## config.mk

```make
export PLATFORM = sky130hd
export DESIGN_NAME = alu_acumulador_seq
export DESIGN_NICKNAME = d
export VERILOG_FILES = /design/src/rtl/alu_acumulador_seq.sv
export SDC_FILE = /design/constraint.sdc
export NUM_CORES = 1
export LEC_CHECK = 0
export CAP_MARGIN = 20
export CORE_MARGIN = 2
export CORE_UTILIZATION = 60
export CTS_BUF_LIST = sky130_fd_sc_hd__clkbuf_4 sky130_fd_sc_hd__clkbuf_8
export DETAILED_ROUTE_END_ITERATION = 6
export PLACE_DENSITY_LB_ADDON = 0.2
export SLEW_MARGIN = 10
export SYNTH_ARGS = -nofsm -noshare
export SYNTH_HDL_FRONTEND = slang
export SYNTH_SLANG_ARGS = --single-unit
```

## constraint.sdc

```tcl
create_clock -name clk -period 3.76 [get_ports clk]
set_input_delay 0.564 -clock clk [delete_from_list [all_inputs] [get_ports clk]]
set_output_delay 0.564 -clock clk [all_outputs]
set_load 0.005 [all_outputs]
```

## src/rtl/alu_acumulador_seq.sv

```systemverilog
// alu_acumulador_seq: clocked ALU with accumulator, start/busy/done handshake, shift-add multiply.
// Define ALU_SAT_EN to make ADD, SUB and ACC_ADD saturate instead of wrapping.
module alu_acumulador_seq #(
    parameter int WIDTH = 8
) (
    input  logic                 clk,
    input  logic                 rst_n,
    input  logic                 start,
    input  logic [2:0]           sel,
    input  logic [WIDTH-1:0]     A,
    input  logic [WIDTH-1:0]     B,
    output logic [2*WIDTH-1:0]   C,
    output logic                 carry,
    output logic                 zero,
    output logic [WIDTH-1:0]     acumulador,
    output logic                 busy,
    output logic                 done
);
`ifdef ALU_SAT_EN
    localparam bit SAT = 1'b1;
`else
    localparam bit SAT = 1'b0;
`endif
    localparam int CW = $clog2(WIDTH);
    localparam logic [CW-1:0] LAST = CW'(WIDTH - 1);

    typedef enum logic [1:0] {IDLE, EXEC, MUL_ITER} state_t;
    state_t state, state_nx;

    logic [2:0]         op;
    logic [WIDTH-1:0]   opa, opb;
    logic [CW-1:0]      cnt;
    logic [2*WIDTH-1:0] mcand, prod, mul_sum, res;
    logic [WIDTH:0]     sum, diff, acc_sum;
    logic [WIDTH-1:0]   acc_nx;
    logic               cy;

    assign busy    = state != IDLE;
    assign sum     = {1'b0, opa} + {1'b0, opb};
    assign diff    = {1'b0, opa} - {1'b0, opb};
    assign acc_sum = {1'b0, acumulador} + {1'b0, opa};
    // opb is shifted right each iteration, so bit 0 is always the current multiplier bit
    assign mul_sum = prod + (opb[0] ? mcand : '0);

    always_comb begin
        state_nx = state;
        case (state)
            IDLE:     state_nx = start ? (sel == 3'b101 ? MUL_ITER : EXEC) : IDLE;
            EXEC:     state_nx = IDLE;
            MUL_ITER: state_nx = cnt == LAST ? IDLE : MUL_ITER;
            default:  state_nx = IDLE;
        endcase
    end

    always_comb begin
        res    = '0;
        cy     = 1'b0;
        acc_nx = acumulador;
        case (op)
            3'b000: begin
                res = (SAT && sum[WIDTH]) ? {{WIDTH{1'b0}}, {WIDTH{1'b1}}} : {{(WIDTH-1){1'b0}}, sum};
                cy  = sum[WIDTH];
            end
            3'b001: begin
                res = (SAT && diff[WIDTH]) ? '0 : {{WIDTH{1'b0}}, diff[WIDTH-1:0]};
                cy  = diff[WIDTH];
            end
            3'b010: res = {{WIDTH{1'b0}}, opa & opb};
            3'b011: res = {{WIDTH{1'b0}}, opa | opb};
            3'b100: res = {{WIDTH{1'b0}}, opa ^ opb};
            3'b110: begin
                acc_nx = (SAT && acc_sum[WIDTH]) ? {WIDTH{1'b1}} : acc_sum[WIDTH-1:0];
                res    = {{WIDTH{1'b0}}, acc_nx};
                cy     = acc_sum[WIDTH];
            end
            3'b111: acc_nx = '0;
            default: res = '0;
        endcase
    end

    always_ff @(posedge clk or negedge rst_n) begin
        if (!rst_n) begin
            state      <= IDLE;
            op         <= '0;
            opa        <= '0;
            opb        <= '0;
            cnt        <= '0;
            mcand      <= '0;
            prod       <= '0;
            C          <= '0;
            carry      <= 1'b0;
            zero       <= 1'b0;
            acumulador <= '0;
            done       <= 1'b0;
        end else begin
            state <= state_nx;
            done  <= 1'b0;
            if (state == IDLE && start) begin
                op    <= sel;
                opa   <= A;
                opb   <= B;
                mcand <= {{WIDTH{1'b0}}, A};
                prod  <= '0;
                cnt   <= '0;
            end
            if (state == EXEC) begin
                C          <= res;
                carry      <= cy;
                zero       <= res == '0;
                acumulador <= acc_nx;
                done       <= 1'b1;
            end
            if (state == MUL_ITER) begin
                prod  <= mul_sum;
                mcand <= mcand << 1;
                opb   <= opb >> 1;
                cnt   <= cnt + 1'b1;
                if (cnt == LAST) begin
                    C     <= mul_sum;
                    carry <= 1'b0;
                    zero  <= mul_sum == '0;
                    done  <= 1'b1;
                end
            end
        end
    end
endmodule

```

* Yosys cells after proc, flatten, opt, wreduce, memory -nomap -nowiden *
Cells that the tools add are included.

cells by class
  divide/modulo/power cells = 0
  add/sub/neg operators = 5
  magnitude comparators = 0
  equal/unequal tests = 10
  multipliers = 0
  shift-type cells = 0
  reductions and logical operators = 9
  muxes and demuxes = 28
  bitwise logic cells = 3

operator list
  cell                 number
  $mux 16              8
  $pmux 9 s6           1
  $logic_not 16->1     2
  $add 8x8->9          2
  $add 16x16->16       1
  $mux 8               2
  $pmux 8 s2           1
  $eq 3x3->1 const B   5
  $mux 1               9
  $sub 8x8->9          1
  $and 8x8->8          1
  $or 8x8->8           1
  $xor 8x8->8          1
  $eq 3x2->1 const B   2
  $mux 2               3
  $mux 3               2
  $reduce_bool 2->1    3
  $pmux 2 s2           1
  $add 3x1->3 const B  1
  $eq 3x1->1 const B   1
  $logic_not 3->1      1
  $pmux 1 s3           1
  $eq 2x1->1 const B   1
  $eq 2x2->1 const B   1
  other kinds (3)      3

word-level totals
  register bits after elaboration = 83
  output and inout port bits = 28
  word-level logic and storage cells = 67
  memories kept = 0
  latch bits = 0
  RAM bits = 0
  bits of input ports = 22
  memory bits (read-only) = 0

* Longest topological paths before layout *
Gate-level depths: netlist of the first run.

  depth after elaboration = 6
  depth in mapped cells = 12
  depth with buffers taken out = 12

* Least setup slack after synthesis of the first run *
No wires, ideal clock.

  path type = reg-to-reg
  start = register opb[0]
  end = register zero
  slack = 0.934 ns
  library setup time = 0.092 ns
  data required time = 3.668 ns
  cell stages (with the launch flop) = 13
  clock period less this slack = 2.826 ns
  buffers on the path = 1
  data arrival time = 2.735 ns
  path through = dfrtp_1 -> clkbuf_1 -> and2_1 -> ha_1 -> fa_1 -> a21o_1 -> a21oi_1 -> xor2_1 -> and4_1 -> nand4_1 -> nor4b_1 -> nand4b_1 -> o31ai_2

on the way
  cells in the longest elaborated chain, start to end = 6
  elaborated cells on any way between the ends = 13
  those cells by class = add/sub: 3; mux: 5; bitwise: 3; reduce/logical: 2

RTL lines
  what                                       line  RTL
  start: declaration                         31    logic [WIDTH-1:0] opa, opb;
  start signal: assignment                   116   opb <= opb >> 1;
  $sub 8x8->9, or another cell as far along  40    assign diff = {1'b0, opa} - {1'b0, opb};
  $pmux 9 s6                                 59    case (op)
  $logic_not 16->1                           109   zero <= res == '0;
  $mux 1                                     106   if (state == EXEC) begin
  $mux 1                                     118   if (cnt == LAST) begin
  $mux 1 *                                   113   if (state == MUL_ITER) begin
  end signal: assignment                     92    zero <= 1'b0;
  end signal: assignment                     109
  end signal: assignment                     121   zero <= mul_sum == '0;
  end: declaration                           14    output logic zero,

Every way passes the cells marked *; elsewhere a longest branch is shown, timed or not.
A chain may end at the register's enable or synchronous reset.

* Worst setup path after layout of the first run *
Ends and elaborated chain as after synthesis.

==> impl_metrics.json, run 1 <==
{
  "fillers": 761,
  "endpoint_kind": "flip-flop",
  "worstSetupPathDepth": 11,
  "max_freq_mhz": 318.7,
  "crit_chain": "and2_1, ha_1, fa_1, a21o_1, a21oi_1, xor2_1, and4_1, nand4_1, nor4b_1, nand4b_1, o31ai_2",
  "power_frac_seq": 0.338,
  "grt_pass1_vias": 4613,
  "yosysTopAreaCellShare": 0.3691,
  "synth_area_per_cell_um2": 8.672,
  "numCtsBuffers": 9,
  "seq_area_frac_synth": 0.3691,
  "slowest_delay_ns": 0.56,
  "p_switching_mw": 1.746,
  "grt_pass1_wl_mm": 23.64,
  "internal_power_mw": 2.231,
  "cp.required_ns": 4.03,
  "die_x_um": 100.9,
  "fin_skew_ns": 0.01555,
  "routed_wl_mm": 14.57,
  "fin_tns_setup_ns": 0,
  "synth_common_cells": "98 x nand2_1, 83 x dfrtp_1, 53 x o21ai_0",
  "drc": 0,
  "dr.pass1.iters": 5,
  "pwr-share-clk": 0.153,
  "async_flop_share": 1.000,
  "postCtsHoldBufs": 0,
  "hold_class": "input pin to async pin",
  "multiInputGateArea_um2": 3303,
  "ir_drop_mv": 0.4594,
  "clock-sinks": 83,
  "critical_path_class": "flip-flop to flip-flop",
  "layout-drive-gt1-share": 0.05822,
  "finalSetupViolations": 0,
  "grt_usage": 0.2964,
  "antenna_found_initial": 0,
  "viasPerCell": 6.315,
  "grt.overflow.total": 0,
  "grt_start_max_net_pins": 84,
  "fin_cells": 798,
  "synth_most_common_cell": "nand2_1",
  "dieArea_um2": 10170,
  "htreeDepth": 3,
  "power_mw": 3.978,
  "diodes": 0,
  "post-cts-setup-buffers": 0,
  "crit_fanout": 19,
  "dieHeight_um": 100.9,
  "synth-main-ff-cell": "dfrtp_1",
  "yosysUniqueCellTypes": 66,
  "p_leak_nw": 2.835,
  "cts_root_buf": "clkbuf_8",
  "start_util": 0.6149,
  "rsz0062_at_grt": "false",
  "ys_seq_elements": 83,
  "core_area_um2": 9153,
  "critical_path.top_delay_family": "simple AND/OR/NAND/NOR gates",
  "synth.cell_area_um2": 5628,
  "p_sw_frac": 0.4390,
  "maxCapViolCount": 0,
  "clockBufferDepth": 2,
  "vias": 5039,
  "outcome": "complete, no violations",
  "critPathBufInv": 0,
  "p_comb_frac": 0.509,
  "wl_per_cell_um": 18.26,
  "clk_pin_slew_ns": 0.09,
  "final_util": 0.6972,
  "area_delta_synth_final_pct": 13.38,
  "synth_top_cell_by_area": "dfrtp_1",
  "fin_nets": 757,
  "tightestPinTransition_ns": 0.7054,
  "dpl.hpwl_mm": 10.91,
  "power.density_nw_per_um2": 623.3,
  "fin_worst_hold_slack_ns": 0.1215,
  "cts_tree": "done",
  "gp_congestion": 0.9091,
  "synth_area_leaders": "dfrtp_1 37%, ha_1 11%, nand2_1 6.5%",
  "r2r_cells": 11,
  "finalCriticalPeriod_ns": 3.138,
  "critPathSlowestCell": "dfrtp_1",
  "pin_count": 50,
  "cts_resized": 0,
  "slew_viol_final": 0,
  "rows": 35,
  "placed_cells": 781,
  "cp.arrival_ns": 3.41,
  "ant_nets": 0,
  "start_kind": "flip-flop",
  "slew-limit-headroom": 0.5297,
  "synthCells": 649,
  "worstSkewPairLatency_ns": 0.35,
  "hold_viol_final": 0,
  "drtIter0Drc": 430,
  "yosys_warnings": 0,
  "synth_edf_count": 0,
  "synth_fp_nets": 724,
  "seqCellArea_um2": 2077,
  "io_buffers": 49,
  "fin_crit_sh": 0.8345
}
-- per-layer routing --
layer,GRT usage,up-vias,part of all wire
met5,0,-,0
met4,0.08746,0,0.022
met3,0.04924,25,0.079
met2,0.4103,209,0.42
met1,0.4717,2418,0.48
li1,-,2387,-
-- cells in the final DEF, fill, tap and decap left out, types with 3 or more instances in the layout --
master           count
a211oi_1            12
a21o_1               6
a21oi_1             34
a221o_1              4
a22o_1               6
a22oi_1             12
a31oi_1              4
and2_1              16
and3_1               5
buf_4                7
clkbuf_8             9
clkdlybuf4s50_1     48
clkinvlp_4           4
dfrtp_1             83
fa_1                 4
ha_1                49
inv_1               31
nand2_1             98
nand2b_1             5
nand3_1             12
nand4b_1             3
nor2_1              44
nor2b_1             10
nor3_1              10
o211ai_1             7
o21ai_0             53
o21ai_1              3
o21bai_1             6
o221ai_1             5
o22ai_1             17
o31ai_1              4
xnor2_1             15
xor2_1               8
-- cell families after synthesis --
family                   Yosys count  synth area share
buffers and inverters             66           0.04580
adder cells (fa/ha/maj)           53            0.1232
multiplexers                       2          0.003779
flip-flops                        83            0.3691
AO/OA/AOI/OAI                    197            0.2350
XOR/XNOR                          23           0.03579
AND/OR/NAND/NOR                  225            0.1874
-- registers in the layout, indices dropped and copies added, names as in the netlist --
| register | flops |
|---|---|
| cnt | 3 |
| prod | 16 |
| done | 1 |
| carry | 1 |
| acumulador | 8 |
| op | 3 |
| C | 16 |
| mcand | 16 |
| zero | 1 |
| opb | 8 |
| state | 2 |
| opa | 8 |
-- cell type report --
cell class              count  area share
flip-flops and latches     83      0.3255
repair buffers             56     0.08784
clock inverters             6    0.007843
well taps                 111     0.02176
inverters                  32     0.01882
multi-input cells         500      0.5176
clock buffers              10     0.02059
-- per-stage QoR --
| step | cell area, um^2 | setup WS [ns] |
|---|---|---|
| 2_1_floorplan | 5628 | 0.9337 |
| 3_3_place_gp | 6172 | 0.7717 |
| 3_5_place_dp | 6172 | 0.6471 |
| 4_1_cts | 6354 | 0.6132 |
| 5_1_grt | 6381 | 0.3668 |
| 6_report | 6381 | 0.6222 |
-- power groups by stage --
stage	Clock [mW]	Combinational, mW	Sequential, mW
floorplan	0	1.42	1.25
global placement	0	1.93	1.34
detailed placement	0	1.98	1.35
CTS	0.615	1.99	1.34
global route	0.651	2.25	1.37
finish	0.608	2.03	1.34
-- path summary, 6_finish.rpt --
path / slack (ns) / startpoint / end
hold / removal: 0.12 / rst_n / acumulador[0]
min in group clk: 0.50 / mcand[1] / mcand[1]
max in group asynchronous: 3.04 / rst_n / mcand[15]
hold reg to reg: 0.50 / mcand[1] / mcand[1]
setup / recovery: 0.62 / opb[0] / zero
setup reg to reg: 0.62 / opb[0] / zero
No activity file was read; power rests on OpenSTA's default activity.
==> run 2, diff against run 1 <==
Settings changed: CORE_UTILIZATION 60 to 55.
Clock period 3.76 ns to 2.5 ns, I/O delays scaled along.
==> run 2 against run 1 <==
Compared with the run above: the run now ends with setup timing left; sequential cell count stayed put; sequential share of layout area is 5.0 points lower; sequential power is 47% higher; first-iteration DRC count is 2.3% higher; via count is 9.4% higher.
==> impl_metrics.json, run 2 (same netlist as run 1, synthesis figures left out) <==
{
  "outcome": "finished with violations",
  "failed_checks": "setup timing",
  "clockBufferDepth": 2,
  "dr.pass1.iters": 6,
  "antenna_found_initial": 0,
  "multiInputGateArea_um2": 3627,
  "power.density_nw_per_um2": 972.2,
  "slowest_delay_ns": 0.45,
  "fin_nets": 862,
  "start_util": 0.5705,
  "grt_pass1_vias": 5374,
  "power_mw": 7.340,
  "pin_count": 50,
  "critPathSlowestCell": "dfrtp_2",
  "clock-sinks": 83,
  "wl_per_cell_um": 18.14,
  "critical_path_class": "flip-flop to flip-flop",
  "fin_crit_sh": 1.113,
  "cp.required_ns": 2.79,
  "max_freq_mhz": 359.4,
  "tightestPinTransition_ns": 0.6168,
  "die_x_um": 105.2,
  "grt_usage": 0.3114,
  "grt_pass1_wl_mm": 27.08,
  "reg.largest.list": "C (16), mcand (16), prod (16)",
  "core_area_um2": 9864,
  "drc": 0,
  "layout-drive-gt1-share": 0.2424,
  "fin_tns_setup_ns": -1.463,
  "layout_commonest_cell": "buf_4",
  "htreeDepth": 3,
  "start_kind": "flip-flop",
  "grt.overflow.total": 0,
  "dpl.hpwl_mm": 12.50,
  "gp_congestion": 0.9038,
  "fin_cells": 925,
  "numCtsBuffers": 9,
  "hold_class": "flip-flop to flip-flop",
  "ant_nets": 0,
  "crit_fanout": 5,
  "crit_chain": "and2_4, ha_4, fa_2, a21o_1, o2bb2ai_2, o221ai_1, xnor2_1, nand4_1, nor4b_2, nand4b_1, o31ai_2",
  "dieArea_um2": 11060,
  "final_cell_mix": "106 x buf_4, 97 x nand2_1, 82 x dfrtp_1, 48 x clkdlybuf4s50_1",
  "worstSkewPairLatency_ns": 0.38,
  "fin_skew_ns": 0.01793,
  "seqCellArea_um2": 2078,
  "placed_cells": 899,
  "hold_viol_final": 0,
  "io_buffers": 49,
  "cts_tree": "done",
  "finalSetupViolations": 11,
  "viasPerCell": 5.960,
  "maxCapViolCount": 0,
  "rows": 36,
  "post-place-ws_ns": -0.3828,
  "area_delta_synth_final_pct": 34.15,
  "setup_ws_ns": -0.2822,
  "rsz0062_at_grt": "true",
  "finalCriticalPeriod_ns": 2.782,
  "fillers": 686,
  "cts_root_buf": "clkbuf_8",
  "drtIter0Drc": 440,
  "diodes": 0,
  "cp.arrival_ns": 3.07,
  "vias": 5513,
  "clk_pin_slew_ns": 0.09,
  "slew-limit-headroom": 0.5873,
  "slew_viol_final": 0,
  "endpoint_kind": "flip-flop",
  "p_leak_nw": 3.376,
  "grt_start_max_net_pins": 50,
  "dieHeight_um": 105.2,
  "routed_wl_mm": 16.78,
  "ir_drop_mv": 0.5122
}
[run 2: changes by cell type in the layout (fill, tap and decap cells not counted), sizes merged]
cell / before / now
clkinvlp: 4 / 2
dlygate4sd3: 0 / 1
clkinv: 0 / 2
buf: 8 / 112
[run 2: area by class of cell]
cell class / instances / area share
inverters: 32 / 0.01591
repair buffers: 161 / 0.1816
multi-input cells: 500 / 0.4804
clock inverters: 6 / 0.006463
well taps: 133 / 0.02204
clock buffers: 10 / 0.01823
flip-flops and latches: 83 / 0.2753
[run 2: metal layers]
| metal | part of all wire | vias up | GRT usage |
|---|---|---|---|
| li1 | - | 2595 | - |
| met1 | 0.46 | 2657 | 0.4490 |
| met2 | 0.45 | 227 | 0.4736 |
| met3 | 0.078 | 34 | 0.06862 |
| met4 | 0.019 | 0 | 0.08476 |
| met5 | 0 | - | 0 |
[run 2: timing repair]
action | 4_1_cts | 5_1_grt
hold endpoints to repair | 8 | 0
endpoints found under the setup margin | 16 | 19
gates resized for setup | 43 | 22
hold buffers | 1 | 0
buffers inserted | 6 | 3
pin swaps | 24 | 19
[run 2: worst max-delay path, delay by kind of cell (launching register included)]
kind | cells | cell delay [ns]
AO/OA/AOI/OAI | 4 | 0.76
AND/OR/NAND/NOR | 4 | 0.76
XOR/XNOR | 1 | 0.19
adder cells (fa/ha/maj) | 2 | 0.53
flip-flops | 1 | 0.45
[run 2: worst paths after layout]
check / start / to / slack [ns] / cells after the start
worst max-delay path: opb[0] / zero / -0.28 / 11
worst min-delay path: carry / carry / 0.49 / 2
worst max register to register: opb[0] / zero / -0.28 / 11
worst min register to register: carry / carry / 0.49 / 2
max in group asynchronous: rst_n / prod[10] / 1.36 / 3
min in group asynchronous: rst_n / acumulador[1] / 0.52 / 2
[run 2: through the flow]
step                area (um^2)  hold slack, ns  utilization
global route               7550          0.5449       0.7653
global placement           6960          0.3910       0.7056
CTS                        7410          0.5065       0.7511
detailed placement         6960          0.3925       0.7056
floorplan                  5644         0.07941            -
finish                     7550          0.4871       0.7653
[run 2: power by group]
group / internal, mW / total, mW / switching (mW) / leakage [nW]
combinational: 2.24 / 4.42 / 2.18 / 2.20
clock: 0.399 / 0.948 / 0.550 / 0.0908
sequential: 1.66 / 1.97 / 0.312 / 1.08
==> run 3, diff against run 2 <==
Settings changed: CTS_CLUSTER_SIZE set to 25.
==> results of run 3 <==
No change in the layout: final DEF, timing and power equal those of run 2.
